### src/rtl/cv32e40x_pkg.sv
// rtl/cv32e40x_pkg.sv - shared types for the cv32e40x write-back stage
//
// Purpose: register-file address type, EX/WB pipeline register layout and the
// write-back FSM state encoding used by cv32e40x_wb_stage.

package cv32e40x_pkg;

  typedef logic [4:0] rf_addr_t;

  // EX/WB pipeline register as presented to the write-back stage
  typedef struct packed {
    logic        instr_valid;
    logic        rf_we;
    rf_addr_t    rf_waddr;
    logic [31:0] rf_wdata;
    logic        data_req;
    logic        illegal_insn;
    logic        ebrk_insn;
    logic        ecall_insn;
  } ex_wb_pipe_t;

  typedef enum logic [1:0] {
    WB_IDLE      = 2'd0,
    WB_WAIT_RESP = 2'd1,
    WB_DRAIN     = 2'd2
  } wb_state_e;

endpackage

### src/rtl/cv32e40x_wb_stage.sv
// rtl/cv32e40x_wb_stage.sv - write-back stage with load-response tracking
//
// Purpose: retires one instruction per cycle from the EX/WB pipeline register,
// writes the register file (also the ID forwarding path), waits for LSU load
// data and discards responses owed to killed loads.
//
// Optional feature macro: CV32E40X_WB_RETIRE_CNT_EN enables the retired
// instruction counter; without it retire_cnt_o is tied to zero.
//
// Ports:
//   clk, rst_n      clock, asynchronous active-low reset
//   ex_wb_pipe_i    EX/WB pipeline register
//   kill_wb_i       flush of the instruction in WB
//   lsu_rvalid_i    LSU load response valid (single-cycle pulse)
//   lsu_rdata_i     LSU load data
//   lsu_err_i       LSU bus error, qualified by lsu_rvalid_i
//   rf_we_wb_o      register file write enable
//   rf_waddr_wb_o   register file write address
//   rf_wdata_wb_o   register file write data / ID forwarding value
//   wb_ready_o      WB accepts a new instruction from EX next cycle
//   wb_valid_o      instruction retires this cycle
//   lsu_err_wb_o    load bus error reported to the controller
//   retire_cnt_o    retired-instruction count

module cv32e40x_wb_stage
  import cv32e40x_pkg::*;
#(
  parameter int RETIRE_CNT_W = 64
) (
  input  logic                    clk,
  input  logic                    rst_n,
  input  ex_wb_pipe_t             ex_wb_pipe_i,
  input  logic                    kill_wb_i,
  input  logic                    lsu_rvalid_i,
  input  logic [31:0]             lsu_rdata_i,
  input  logic                    lsu_err_i,
  output logic                    rf_we_wb_o,
  output rf_addr_t                rf_waddr_wb_o,
  output logic [31:0]             rf_wdata_wb_o,
  output logic                    wb_ready_o,
  output logic                    wb_valid_o,
  output logic                    lsu_err_wb_o,
  output logic [RETIRE_CNT_W-1:0] retire_cnt_o
);

  wb_state_e state_q, state_d;
  logic      exc;
  logic      load_in_wb;
  logic      alu_in_wb;

  assign exc        = ex_wb_pipe_i.illegal_insn | ex_wb_pipe_i.ebrk_insn | ex_wb_pipe_i.ecall_insn;
  assign load_in_wb = ex_wb_pipe_i.instr_valid & ex_wb_pipe_i.data_req;
  assign alu_in_wb  = ex_wb_pipe_i.instr_valid & ~ex_wb_pipe_i.data_req;

  // Address is never gated; only rf_we qualifies the write
  assign rf_waddr_wb_o = ex_wb_pipe_i.rf_waddr;

  always_ff @(posedge clk or negedge rst_n) begin
    if (!rst_n) begin
      state_q <= WB_IDLE;
    end else begin
      state_q <= state_d;
    end
  end

  always_comb begin
    state_d       = state_q;
    rf_we_wb_o    = 1'b0;
    rf_wdata_wb_o = ex_wb_pipe_i.rf_wdata;
    wb_ready_o    = 1'b1;
    wb_valid_o    = 1'b0;
    lsu_err_wb_o  = 1'b0;

    case (state_q)
      WB_DRAIN: begin
        // A killed load still owes a response; swallow it before accepting
        // anything new so it cannot be mistaken for a later load's data.
        wb_ready_o = 1'b0;
        if (lsu_rvalid_i) begin
          state_d = WB_IDLE;
        end
      end

      default: begin
        // IDLE and WAIT_RESP share the same datapath: the load stays in WB
        // (held by wb_ready_o=0) until its response arrives.
        if (load_in_wb) begin
          wb_ready_o = lsu_rvalid_i;
          if (lsu_rvalid_i) begin
            state_d       = WB_IDLE;
            rf_wdata_wb_o = lsu_rdata_i;
            if (!kill_wb_i) begin
              if (lsu_err_i) begin
                lsu_err_wb_o = 1'b1;
              end else begin
                rf_we_wb_o = 1'b1;
                wb_valid_o = 1'b1;
              end
            end
          end else begin
            state_d = kill_wb_i ? WB_DRAIN : WB_WAIT_RESP;
          end
        end else begin
          state_d = WB_IDLE;
          if (alu_in_wb && !kill_wb_i) begin
            rf_we_wb_o = ex_wb_pipe_i.rf_we & ~exc;
            wb_valid_o = 1'b1;
          end
        end
      end
    endcase
  end

`ifdef CV32E40X_WB_RETIRE_CNT_EN
  logic [RETIRE_CNT_W-1:0] retire_cnt_q;

  always_ff @(posedge clk or negedge rst_n) begin
    if (!rst_n) begin
      retire_cnt_q <= '0;
    end else if (wb_valid_o) begin
      retire_cnt_q <= retire_cnt_q + RETIRE_CNT_W'(1);
    end
  end

  assign retire_cnt_o = retire_cnt_q;
`else
  assign retire_cnt_o = '0;
`endif

`ifndef SYNTHESIS
  // A response with no load in WB and none owed means the LSU broke protocol
  a_no_spurious_rvalid : assert property (
    @(posedge clk) disable iff (!rst_n)
    !((state_q == WB_IDLE) && lsu_rvalid_i && !load_in_wb)
  );
`endif

endmodule
### config.mk
export PLATFORM = sky130hd
export DESIGN_NAME = cv32e40x_wb_stage
export DESIGN_NICKNAME = d
export VERILOG_FILES = /design/src/rtl/cv32e40x_pkg.sv /design/src/rtl/cv32e40x_wb_stage.sv
export SDC_FILE = /design/constraint.sdc
export NUM_CORES = 1
export LEC_CHECK = 0
export CORE_MARGIN = 3
export CORE_UTILIZATION = 26
export CTS_BUF_LIST = sky130_fd_sc_hd__clkbuf_4
export DETAILED_ROUTE_END_ITERATION = 10
export PLACE_DENSITY = 0.89
export SLEW_MARGIN = 20
export SYNTH_ARGS = -nofsm -noshare
export SYNTH_HDL_FRONTEND = slang
export SYNTH_SLANG_ARGS = --single-unit
export TNS_END_PERCENT = 100
### constraint.sdc
create_clock -name clk -period 2 [get_ports clk]
set_input_delay 0.2 -clock clk [delete_from_list [all_inputs] [get_ports clk]]
set_output_delay 0.2 -clock clk [all_outputs]
set_load 0.01 [all_outputs]
# ---- After elaboration in Yosys (flattened, before gate mapping)
# Index checks and enable logic that the tools add are counted.
dict set report classes {
  eq_ne 2
  mux 24
  bitwise 7
  n_reduce_logical 2
}
# cell n
set ops {}
lappend ops {{32-bit two-way mux} 3}
lappend ops {{1-bit two-way mux} 16}
lappend ops {{2-bit two-way mux} 5}
lappend ops {{1-bit AND} 3}
lappend ops {{2-bit equality test (second input constant)} 1}
lappend ops {{2-bit inequality test (second input constant)} 1}
lappend ops {{1-bit inverter} 2}
lappend ops {{1-bit bitwise OR} 2}
lappend ops {{1-bit logical AND} 1}
lappend ops {{1-bit logical NOT} 1}
dict set report word_totals {
  reg_bits 2
  in_bits 80
  elab_cells 36
}

# ---- Longest topological paths before layout
dict set report depth {
  word_depth 7
  ltp_mapped 5
  mapped_depth_nobuf 3
}

# ---- Worst setup path after synthesis
# OpenSTA, ideal clock, no wires.
dict set report synth_timing {
  kind {register -> output}
  start {register state_q[1]}
  end {output rf_wdata_wb_o[10]}
  arrival_ns 1.248
  required_time_ns 1.800
  setup_slack_ns 0.552
  stages_incl_launch_ff 6
  n_path_buf 2
  cell_sequence {dfrtp_1 nor2b_1 buf_4 nor2_8 buf_12 mux2_4}
}
dict set report synth_between {
  elab_chain_cells 2
}
# element line_no
set synth_lines {}
lappend synth_lines {{start, declared} cv32e40x_wb_stage.sv:46} ;# wb_state_e state_q, state_d;
lappend synth_lines {{start signal, assigned} cv32e40x_wb_stage.sv:62} ;# state_q <= state_d;
lappend synth_lines {{2-bit equality test} cv32e40x_wb_stage.sv:74} ;# case (state_q)
lappend synth_lines {{32-bit two-way mux} cv32e40x_wb_stage.sv:74}
lappend synth_lines {{end, declared} cv32e40x_wb_stage.sv:39} ;# output logic [31:0] rf_wdata_wb_o,
# Every way passes these cells.

# ---- Final worst setup path
dict set report layout_timing {
  start {register state_q[1]}
  end {output rf_wdata_wb_o[20]}
}
# The elaborated chain is that of the path after synthesis.

==> results.cfg <==
[status]
run_status = complete, no violations

[floorplan]
initial_core_util = 0.277
core_area_um2 = 4470
chipHeight_um = 75.1
num_io_pins = 185
die_area_um2 = 5630
die_w_um = 75.1
rows = 24

[drt]
ant_nets = 0
drt-total-wl_um = 4410
drt_iter0_drc = 19
drc_errors = 0
vias = 1139
viasPerCell = 3.90
dr.pass1.iters = 5
avgRoutedWirePerCell_um = 15.1

[global_route]
grt_pass1_wl_um = 5160
grt_start_max_net_pins = 9
grt_usage = 0.124
grt_overflow = 0
grt_antenna_before_repair = 0
grt_pass1_vias = 974

[clock_network]
cts_tree = done
h-tree-depth = 1
cts-root-buf = clkbuf_4
numClockSinks = 2
clockBufferDepth = 2
cts_buffers = 3
clk_pin_slew_ps = 30
insertion_delay_ps = 230

[critical_path]
cp_num_buf_inv = 2
r2r-end = state_q[0]$_DFFE_PN0P_
cp.arrival_ps = 1730
r2r-start = state_q[1]$_DFFE_PN0P_
critPathRequiredTime_ps = 1800
crit_path_max_incr_delay_ps = 350
crit_chain = nor2b_4 > nor2_8 > bufbuf_16 > mux2_4 > dlygate4sd2_1
r2r_cells = 3
end_kind = output port
cp_max_fo = 7
critical_path_class = reg2out
startpoint_type = register
reg2reg_setup_slack_ps = 970
cp_top_family = buffers and inverters
crit_slowest_cell = dfrtp_1

[sta]
finalHoldViolCount = 0
setup_viol = 0
drv_slew = 0
fin_ws_ps = 68.1
skew_ps = 1.95
period_share = 0.966
fmax_ghz = 0.518
rsz0062_at_grt = no
fin_crit_ps = 1930

[worst_hold_path]
hp-class = in2async

[power]
p_sw_frac = 0.342
cellPowerDensity_nw_per_um2 = 262
power_frac_seq = 0.074
p_leak_nw = 1.16
netSwitchingPower_w = 0.000199
clkPwrFrac = 0.155
p_int_w = 0.000383
ir_worst_vdd_mv = 0.0836
power_w = 0.000583
combPwrFrac = 0.771

[final_layout]
reg_top3 = state_q (2)
area_delta_synth_final_pct = 79.6
post-route-util = 0.498
num-nets-final = 322
largest_reg_flops = 2
fillers = 407
layout-drive-gt1-share = 0.221
n_antenna_cell = 0
max_flop_register = state_q

[placed_design]
io_buffers = 110
gp_congestion = 0.791
dp_hpwl_um = 3720
dp_slack_ps = -238

[synth]
ys_types = 20
synth_top_area_frac = 0.424
yosys-top-cells-area = buf_4 42%, mux2_4 36%, buf_12 4.8%
synth_area_per_cell_um2 = 9.92
syn_inst = 125
ys_ff_latch = 2
syn_area_um2 = 1240
yosysSeqAreaShare = 0.0404
synth.largest_area_cell = buf_4
ys_warn_count = 0

[job]
maxCapViolCount = 0
[worst max-delay path by stage]
| stage | from | cells past startpoint | to |
|---|---|---|---|
| after floorplan | state_q[1]$_DFFE_PN0P_ | 5 | rf_wdata_wb_o[10] |
| after global placement | ex_wb_pipe_i[42] | 6 | rf_wdata_wb_o[31] |
| after detailed placement | ex_wb_pipe_i[42] | 6 | rf_we_wb_o |
| after CTS | state_q[1]$_DFFE_PN0P_ | 5 | rf_wdata_wb_o[0] |
| after global routing | state_q[1]$_DFFE_PN0P_ | 5 | rf_wdata_wb_o[20] |
| final | state_q[1]$_DFFE_PN0P_ | 5 | rf_wdata_wb_o[20] |
[metrics by stage]
| step | TNS (ps) | std cells | hold WS [ps] | cell area, um2 |
|---|---|---|---|---|
| 6_report | 0 | 292 | 138 | 2230 |
| 5_1_grt | 0 | 292 | 142 | 2230 |
| 4_1_cts | -281 | 291 | 130 | 2190 |
| 3_5_place_dp | -5720 | 287 | 372 | 2140 |
| 3_3_place_gp | -5280 | 287 | 368 | 2140 |
| 2_1_floorplan | 0 | 188 | -95.6 | 1480 |
[cell usage after synthesis]
cell,instances
nand4b_1,1
mux2_2,2
buf_12,3
dfrtp_1,2
and3_2,1
nor2_8,1
nor4_1,1
buf_4,70
inv_1,1
o21ai_0,1
nor2b_1,1
nor4b_1,2
a21oi_1,1
conb_1,1
nand3_4,1
or3_1,1
a31oi_1,2
mux2_4,30
nand2_1,1
nor2_1,2
[power groups by stage]
stage | clock network (W) | logic, W | registers, W
6_report | 0.0000902 | 0.000450 | 0.0000431
5_1_grt | 0.0000971 | 0.000476 | 0.0000432
4_1_cts | 0.0000958 | 0.000450 | 0.0000430
3_5_place_dp | 0 | 0.000461 | 0.0000430
3_3_place_gp | 0 | 0.000455 | 0.0000429
2_1_floorplan | 0 | 0.000299 | 0.0000429
[logic make-up (layout without fill, tap and decap cells)]
group | after synthesis | count (layout) | share of synthesized area
compound gates | 4 | 4 | 0.0182
buf+inv | 74 | 126 | 0.475
flops | 2 | 2 | 0.0404
mux | 32 | 32 | 0.381
other cells | 1 | 64 | 0.00302
simple gates | 12 | 12 | 0.0818
[final cells by class]
type	count	area, um2	share of cell area
repair buffers	122	1230	0.554
well taps	52	65.1	0.0292
inverters	1	3.75	0.00169
multi-input cells	112	851	0.382
clock buffers	3	22.5	0.0101
flip-flops and latches	2	50.0	0.0225
[layer usage]
layer	routed length [um]	GRT usage
met3	655	0.0280
met5	0	0
met4	175	0.0810
met1	1210	0.114
met2	2360	0.239
[layout by cell type (no fill, tap or decap), types with 2 or more instances in the layout]
| master | netlist | layout |
|---|---|---|
| a31oi_1 | 2 | 2 |
| buf_4 | 70 | 8 |
| buf_8 | 0 | 2 |
| clkbuf_4 | 0 | 3 |
| clkdlybuf4s50_1 | 0 | 73 |
| conb_1 | 1 | 64 |
| dfrtp_1 | 2 | 2 |
| dlygate4sd2_1 | 0 | 25 |
| dlymetal6s2s_1 | 0 | 11 |
| mux2_2 | 2 | 2 |
| mux2_4 | 30 | 30 |
| nor2_1 | 2 | 2 |
[worst reg2reg max path, cell delays in order (launching register included)]
cell and delay [ps]:
dfrtp_1 350, nor2b_4 140, buf_4 150, nor4_1 270
[what timing repair did]
item	CTS	global route
hold buffers	0	0
cloned	1	0
gates resized for setup	33	13
buffers inserted	0	1
endpoints found under the setup margin	35	13
pin swaps	1	0
Note: power is estimated with default switching activity, not from simulation.
